**config.mk**
```make
export PLATFORM = sky130hd
export DESIGN_NAME = snn_run_ctrl
export DESIGN_NICKNAME = d
export VERILOG_FILES = /design/src/rtl/snn_pkg.sv /design/src/rtl/snn_idx_counter.sv /design/src/rtl/snn_run_ctrl.sv
export SDC_FILE = /design/constraint.sdc
export NUM_CORES = 1
export LEC_CHECK = 0
export BUFFER_PORTS_ARGS = -buffer_cell sky130_fd_sc_hd__buf_4
export CAP_MARGIN = 25
export CORE_MARGIN = 2
export CORE_UTILIZATION = 35
export CTS_BUF_LIST = sky130_fd_sc_hd__clkbuf_2
export DETAILED_ROUTE_END_ITERATION = 8
export GPL_TIMING_DRIVEN = 1
export PLACE_DENSITY = 0.57
export SYNTH_ARGS = -nofsm -noshare
export SYNTH_HDL_FRONTEND = slang
export SYNTH_SLANG_ARGS = --single-unit
```
**constraint.sdc**
```tcl
create_clock -name clk -period 3.2 [get_ports clk]
set_input_delay 0.16 -clock clk [delete_from_list [all_inputs] [get_ports clk]]
set_output_delay 0.16 -clock clk [all_outputs]
set_load 0.02 [all_outputs]
```
**src/rtl/snn_pkg.sv**
```systemverilog
// snn_pkg: shared state type and index-width helper for the SNN run controller.
package snn_pkg;

    // Run controller states.
    typedef enum logic [2:0] {
        IDLE   = 3'd0,
        CLR    = 3'd1,
        SCAN   = 3'd2,
        COMMIT = 3'd3,
        DONE   = 3'd4
    } run_state_t;

    // Default timestep counter width.
    localparam int STEP_W_DEF = 8;

    // Index width for a count of n items; never narrower than one bit.
    function automatic int idx_width(input int n);
        return (n > 1) ? $clog2(n) : 1;
    endfunction

endpackage

```
**src/rtl/snn_idx_counter.sv**
```systemverilog
// snn_idx_counter: index counter that wraps to zero after LIMIT-1 and flags
// the terminal value. Used for both neuron and layer indices.
module snn_idx_counter #(
    parameter int LIMIT = 2,
    parameter int W     = 1
) (
    input  logic         clk,
    input  logic         reset,
    input  logic         clear,
    input  logic         inc,
    output logic [W-1:0] count,
    output logic         tc
);

    localparam logic [W-1:0] LAST = W'(LIMIT - 1);

    assign tc = (count == LAST);

    // Advance on inc; a terminal-value compare wraps back to zero.
    always_ff @(posedge clk or posedge reset) begin
        if (reset) begin
            count <= '0;
        end else if (clear) begin
            count <= '0;
        end else if (inc) begin
            count <= tc ? '0 : count + 1'b1;
        end
    end

endmodule

```
**src/rtl/snn_run_ctrl.sv**
```systemverilog
// snn_run_ctrl: run controller for the SNN core. A start_en rising edge in
// IDLE clears membrane state, then sweeps layers x neurons for the latched
// number of timesteps, one neuron-update request per valid/ready handshake.
// Optional build macro SNN_RUN_CTRL_PERF_EN adds a 32-bit saturating
// stall_cnt output (cycles with nrn_valid high and nrn_ready low).
module snn_run_ctrl
    import snn_pkg::*;
#(
    parameter int NUM_LAYERS        = 2,
    parameter int NEURONS_PER_LAYER = 64,
    parameter int STEP_W            = STEP_W_DEF,
    parameter int LAYER_W           = idx_width(NUM_LAYERS),
    parameter int NRN_W             = idx_width(NEURONS_PER_LAYER)
) (
    input  logic               clk,
    input  logic               reset,
    input  logic               start_en,
    input  logic               abort,
    input  logic [STEP_W-1:0]  num_steps,
    output logic               nrn_valid,
    input  logic               nrn_ready,
    output logic [LAYER_W-1:0] layer_idx,
    output logic [NRN_W-1:0]   neuron_idx,
    output logic [STEP_W-1:0]  step_idx,
    output logic               mem_clr,
    output logic               step_commit,
    output logic               busy,
    output logic               done
`ifdef SNN_RUN_CTRL_PERF_EN
    ,
    output logic [31:0]        stall_cnt
`endif
);

    run_state_t        state;
    logic              start_prev;
    logic [STEP_W-1:0] steps_q;

    logic start_fire;
    logic abort_fire;
    logic hs;
    logic layer_inc;
    logic idx_clear;
    logic neuron_tc;
    logic layer_tc;
    logic step_last;

    assign start_fire = start_en && !start_prev && (state == IDLE);
    assign abort_fire = abort && (state != IDLE);
    // Abort wins over a simultaneous handshake, so the index does not move.
    assign hs         = nrn_valid && nrn_ready && !abort;
    assign layer_inc  = hs && neuron_tc;
    assign idx_clear  = (state == CLR) || abort_fire;
    assign step_last  = (step_idx == steps_q - 1'b1);

    snn_idx_counter #(
        .LIMIT (NEURONS_PER_LAYER),
        .W     (NRN_W)
    ) u_neuron_cnt (
        .clk   (clk),
        .reset (reset),
        .clear (idx_clear),
        .inc   (hs),
        .count (neuron_idx),
        .tc    (neuron_tc)
    );

    snn_idx_counter #(
        .LIMIT (NUM_LAYERS),
        .W     (LAYER_W)
    ) u_layer_cnt (
        .clk   (clk),
        .reset (reset),
        .clear (idx_clear),
        .inc   (layer_inc),
        .count (layer_idx),
        .tc    (layer_tc)
    );

    // Run sequencing FSM with registered outputs and the start edge register.
    // NOTE: every register here uses <= so all branches see pre-edge values.
    always_ff @(posedge clk or posedge reset) begin
        if (reset) begin
            state       <= IDLE;
            start_prev  <= 1'b0;
            steps_q     <= '0;
            step_idx    <= '0;
            nrn_valid   <= 1'b0;
            mem_clr     <= 1'b0;
            step_commit <= 1'b0;
            busy        <= 1'b0;
            done        <= 1'b0;
        end else begin
            start_prev  <= start_en;
            mem_clr     <= 1'b0;
            step_commit <= 1'b0;
            done        <= 1'b0;
            if (abort_fire) begin
                state     <= IDLE;
                nrn_valid <= 1'b0;
                busy      <= 1'b0;
            end else begin
                case (state)
                    IDLE: begin
                        if (start_fire) begin
                            steps_q <= num_steps;
                            state   <= CLR;
                            mem_clr <= 1'b1;
                            busy    <= 1'b1;
                        end
                    end
                    CLR: begin
                        step_idx <= '0;
                        if (steps_q == '0) begin
                            state <= DONE;
                            done  <= 1'b1;
                        end else begin
                            state     <= SCAN;
                            nrn_valid <= 1'b1;
                        end
                    end
                    SCAN: begin
                        if (hs && neuron_tc && layer_tc) begin
                            state       <= COMMIT;
                            nrn_valid   <= 1'b0;
                            step_commit <= 1'b1;
                        end
                    end
                    COMMIT: begin
                        if (step_last) begin
                            state <= DONE;
                            done  <= 1'b1;
                        end else begin
                            step_idx  <= step_idx + 1'b1;
                            state     <= SCAN;
                            nrn_valid <= 1'b1;
                        end
                    end
                    DONE: begin
                        state <= IDLE;
                        busy  <= 1'b0;
                    end
                    default: begin
                        state     <= IDLE;
                        nrn_valid <= 1'b0;
                        busy      <= 1'b0;
                    end
                endcase
            end
        end
    end

`ifdef SNN_RUN_CTRL_PERF_EN
    // Count cycles the datapath leaves a request waiting; saturate at all-ones.
    always_ff @(posedge clk or posedge reset) begin
        if (reset) begin
            stall_cnt <= '0;
        end else if (state == CLR) begin
            stall_cnt <= '0;
        end else if (nrn_valid && !nrn_ready && (stall_cnt != '1)) begin
            stall_cnt <= stall_cnt + 32'd1;
        end
    end
`endif

endmodule

```
# Word level (Yosys, flattened, before mapping)

Index checks and enable logic that the tools add are counted.

Register bits: 32
Word-level logic and storage cells: 84
Output and inout port bits: 20
Bits of input ports: 13

Bitwise gates (word level): 1
Equal/unequal tests: 13
Reduce and logical (&&, ||, !) cells: 23
Multiplexer cells: 32
Add/sub/neg operators: 4

Operators by type and width:

| cell                  | count |
|---|---|
| $mux W1               | 18 |
| $mux W6               | 3 |
| $pmux W8 S2           | 1 |
| $mux W3               | 5 |
| $ne A3 B3 Y1 const B  | 4 |
| $pmux W3 S4           | 1 |
| $add A8 B1 Y8 const B | 1 |
| $eq A8 B8 Y1          | 1 |
| $logic_not A8 Y1      | 1 |
| $mux W8               | 1 |
| $sub A8 B1 Y8 const B | 1 |
| $logic_and A1 B1 Y1   | 7 |
| $add A6 B1 Y6 const B | 1 |
| $eq A3 B2 Y1 const B  | 2 |
| $eq A6 B6 Y1 const B  | 1 |
| $reduce_and A3 Y1     | 2 |
| $reduce_bool A2 Y1    | 3 |
| $ne A2 B1 Y1 const B  | 2 |
| $pmux W1 S2           | 2 |
| $pmux W1 S4           | 1 |
| $reduce_and A2 Y1     | 2 |
| $reduce_and A4 Y1     | 1 |
| $eq A3 B1 Y1 const B  | 1 |
| $eq A3 B3 Y1 const B  | 1 |
| other kinds (9)       | 10 |

# Logic depth before layout (Yosys ltp)

Depth after elaboration: 7
Gate-level depth with buffers: 9

# By module

Synthesis repeated with hierarchy kept, for this count alone.

Cell total of the unflattened synthesis: 206
Area, all modules: 1,933.1 um2

By module, submodules not included:

| module                         | area an instance (um2) | times used | cells an instance | sequential area each (um2) |
|---|---|---|---|---|
| snn_run_ctrl                   | 1,560.2                | 1          | 166               | 625.6 |
| snn_idx_counter (u_neuron_cnt) | 324.1                  | 1          | 35                | 150.1 |
| snn_idx_counter (u_layer_cnt)  | 48.8                   | 1          | 5                 | 25.0 |

# Worst setup path before layout

No wires, ideal clock.

Kind: reg-to-reg
Start point: reg steps_q[2]
End point: reg nrn_valid
Buffers on the path: 1
Setup time: 124 ps
Required time: 3,076 ps
Slack: 894 ps
Period minus slack after synthesis: 2,306 ps
Data arrival time: 2,182 ps
Stages on the path, launching flop included: 8
Path through: dfrtp_1 > or4_4 > a2111o_1 > a311oi_1 > and3_4 > buf_12 > o32ai_2 > a211o_1

Word-level cells in the longest chain between the ends: 4
Elaborated cells between the ends (all ways): 6
Classes of those cells: add/sub: 1; eq/ne: 3; reduce/logical: 2

RTL lines:

| what                                   | line                | text |
|---|---|---|
| start: declaration                     | snn_run_ctrl.sv:37  | `logic [STEP_W-1:0] steps_q;` |
| start signal: assignment               | snn_run_ctrl.sv:106 | `steps_q <= num_steps;` |
| $sub A8 B1 Y8                          | snn_run_ctrl.sv:54  | `assign step_last = (step_idx == steps_q - 1'b1);` |
| $eq A8 B8 Y1                           | snn_run_ctrl.sv:54  |  |
| $ne A3 B3 Y1 (no source line)          | -                   |  |
| $reduce_and A4 Y1 (no source line) (*) | -                   |  |
| end signal: assignment                 | snn_run_ctrl.sv:88  | `nrn_valid <= 1'b0;` |
| end signal: assignment                 | snn_run_ctrl.sv:100 | `nrn_valid <= 1'b0;` |
| end signal: assignment                 | snn_run_ctrl.sv:119 | `nrn_valid <= 1'b1;` |
| end: declaration                       | snn_run_ctrl.sv:20  | `output logic nrn_valid,` |

Every way passes the cells marked *; elsewhere a longest branch is shown, timed or not.
A chain may end at the register's enable or synchronous reset.

# Worst setup path after layout

Same ends and word-level chain as after synthesis.

==> results by group <==
Logic synthesis
  – Proportion of synthesized area in mux cells: 0.0376
  – Synth area leader: dfrtp_1
  – Syn avg cell area: 9.55 µm²
  – Share of the synthesized area in the top cell type: 0.446
  – Combinational family with the most area after synthesis: simple AND/OR/NAND/NOR gates
  – Post-synthesis sequential area ratio: 0.446
  – Cells taking the most area after synthesis: dfrtp_1 45%, a21oi_1 4.5%, xor2_1 3.9%
  – Number of synthesized flops with an enable pin: 0
  – Synth Area in Compound Gates: 0.163
  – Syn Nets: 205
  – Seq cells post-synth: 32
  – Primary FF master, synth: dfrtp_1
  – Ys async rst share: 1.00
  – Most common cell in the synthesized netlist: dfrtp_1
  – Synthesized cell area: 0.00180 mm²
  – Post-synthesis simple-gate area fraction: 0.232
  – Post-Synthesis Cells: 188
  – Post-synth top cells: 32 x dfrtp_1, 18 x nand2_1, 18 x nor2_1
  – Adder-cell share of the synthesized area: 0.0279
  – Post-synthesis xor/xnor area fraction: 0.0634
  – Number of synthesis warnings: 0
  – Netlist cell types: 45

Cells and area
  – Layout cells sized above 1: 0.230
  – Area Growth Syn to Fin: 24.9%
  – Antenna Diode Count: 0
  – Multi-input gate area: 941 µm²
  – Final core utilization: 0.445
  – Finished Layout Cells: 305
  – NumNets Final: 251
  – FF+latch area: 801 µm²
  – Fillers: 491

Clock tree
  – H-tree levels: 2
  – Cell at the root of the clock tree: clkbuf_2
  – CTS Sinks: 32
  – Clock buffer depth: 2
  – TritonCTS Buffers: 5
  – Worst skew pair latency: 370 ps
  – Setup bufs post-CTS: 0
  – Clk pin slew, worst setup/hold paths: 170 ps
  – Resize count post-CTS: 0
  – CTS tree: done

Global routing
  – Initial antenna violation count: 0
  – GR met2 Demand/Resource: 0.221
  – Gr usage total: 0.154
  – Met3 usage in global routing: 0.0463
  – Largest net degree at the start of global routing: 33
  – First-pass GRT wire length: 6590 µm
  – Grt total ovfl: 0
  – Gr busiest metal: met2
  – Vias in the first global route: 1387
  – Met1 Track Usage GR: 0.221

Floorplan
  – # IOs: 33
  – Chip Height: 75.6 µm
  – Rows: 26
  – Die ar.: 0.00572 mm²
  – Starting Density: 0.356
  – Die X: 75.6 µm
  – Core area: 0.00504 mm²

Worst hold path
  – Hold Path Class: in -> reg

Power
  – IR Drop Worst-Case VDD: 359 µV
  – Power density over the cells: 609 mW/mm²
  – Pwr Total: 1360 µW
  – Leak: 0.00100 µW

Outcome
  – Outcome: finished clean

Route
  – Iter 0 DRT Violations: 74
  – Drc violations: 0
  – Via count: 1537
  – TritonRoute pass-1 iters: 4
  – Average wire per standard cell: 13.2 µm
  – Drt total wl: 4030 µm
  – Routed Antenna Nets: 0
  – DR vias/cell: 5.04

Timing
  – Period utilization: 0.747
  – Hold WS: 93.0 ps
  – Slew margin rel.: 0.667
  – Fin. Hold Viols: 0
  – Clk_skew: 19.0 ps
  – Crit path time final: 2390 ps
  – Setup-failing EPs final: 0
  – Unrepaired setup endpoints after global routing: no
  – Slew @ Worst Pin: 498 ps
  – Count of pins over their slew limit: 0
  – Setup TNS: 0 ps
  – Fmax: 0.418 GHz

Setup path
  – Crit Path Max Fanout: 15
  – Arr. time, crit path: 2670 ps
  – Critical Path RT: 3480 ps
  – Worst Setup End Kind: flip-flop
  – Critical path type: reg -> reg
  – Worst setup SP type: flip-flop

Placed design
  – Final Wtd Congestion: 0.866
  – Post-Place Cells: 287
  – Buffers on Ports: 32
  – Post-DP HPWL: 2830 µm

Job
  – Maximum Capacitance Violations: 0
-- path summary, 6_finish.rpt --
kind,endpoint,from,slack (ps),depth (start not counted)
worst max-delay path,nrn_valid,steps_q[2],810,6
worst min-delay path,busy,abort,90,3
worst max register to register,nrn_valid,steps_q[2],810,6
worst min register to register,u_neuron_cnt.count[5],u_neuron_cnt.count[5],550,1
max in group asynchronous,step_idx[0],reset,2470,4
min in group asynchronous,step_idx[7],reset,410,4
-- cells by family after synthesis --
logic type / Yosys count
and+or+nand+nor: 78
AOI/OAI and AO/OA: 45
DFF: 32
xor gates and xnor gates: 13
buffers and inverters: 10
muxes: 6
adders and majority gates: 4
-- layer usage --
metal	vias to the layer above	wire, µm
li1	784	-
met1	725	2040
met3	5	137
met2	23	1790
met4	0	63
met5	-	0
-- final cells by class --
cell class                      instances  area share
Multi-Input combinational cell        146       0.420
Tap cell                               70      0.0391
Timing Repair Buffer                   44       0.158
Clock buffer                            7      0.0156
Clock inverter                          1     0.00167
Inverter                                5     0.00837
Sequential cell                        32       0.357
-- where the power goes --
part / switching [µW] / internal [µW] / leakage, µW
combinational: 295 / 256 / 0.000552
sequential: 129 / 491 / 0.000420
clock: 135 / 58.5 / 0.0000306
-- stage by stage --
stage,area [µm²],setup WS [ps]
after floorplan,1800,894
after global placement,2100,863
after detailed placement,2100,822
after CTS,2220,804
after global routing,2240,672
final,2240,809
-- sequential cells by signal (all words and copies together), names as in the netlist --
| signal | count |
|---|---|
| u_neuron_cnt.count | 6 |
| u_layer_cnt.count | 1 |
| mem_clr | 1 |
| steps_q | 8 |
| state | 3 |
| step_idx | 8 |
| done | 1 |
| busy | 1 |
| start_prev | 1 |
| step_commit | 1 |
| nrn_valid | 1 |
-- critical path, cell delays in order, from the launching register on --
cell and delay, ps:
dfrtp_1 470, or4_4 580, a2111o_1 320, a311oi_1 260, and3_4 310, o32ai_2 90
a211o_1 280
-- cells in the final DEF, fill, tap and decap left out, drive strengths merged, types with 2 or more instances in the layout --
| master | n |
|---|---|
| nor3 | 5 |
| nand4 | 6 |
| ha | 4 |
| buf | 34 |
| inv | 5 |
| dfrtp | 32 |
| o21ai | 11 |
| clkbuf | 7 |
| nand2 | 18 |
| and3 | 4 |
| nand3b | 2 |
| a31oi | 2 |
| and2 | 3 |
| nand2b | 2 |
| nor2 | 18 |
| a21oi | 16 |
| nand3 | 6 |
| o31ai | 4 |
| xor2 | 8 |
| xnor2 | 5 |
| nor2b | 2 |
| or4 | 5 |
| dlygate4sd3 | 10 |
| a311oi | 2 |
| mux2 | 6 |
| or3 | 3 |
-- repair_timing --
| item | 4_1_cts | 5_1_grt |
|---|---|---|
| endpoints found under the hold margin | 39 | 2 |
| hold buffers | 8 | 2 |
| endpoints found under the setup margin | 0 | 0 |
No activity file was read; power rests on OpenSTA's default activity.
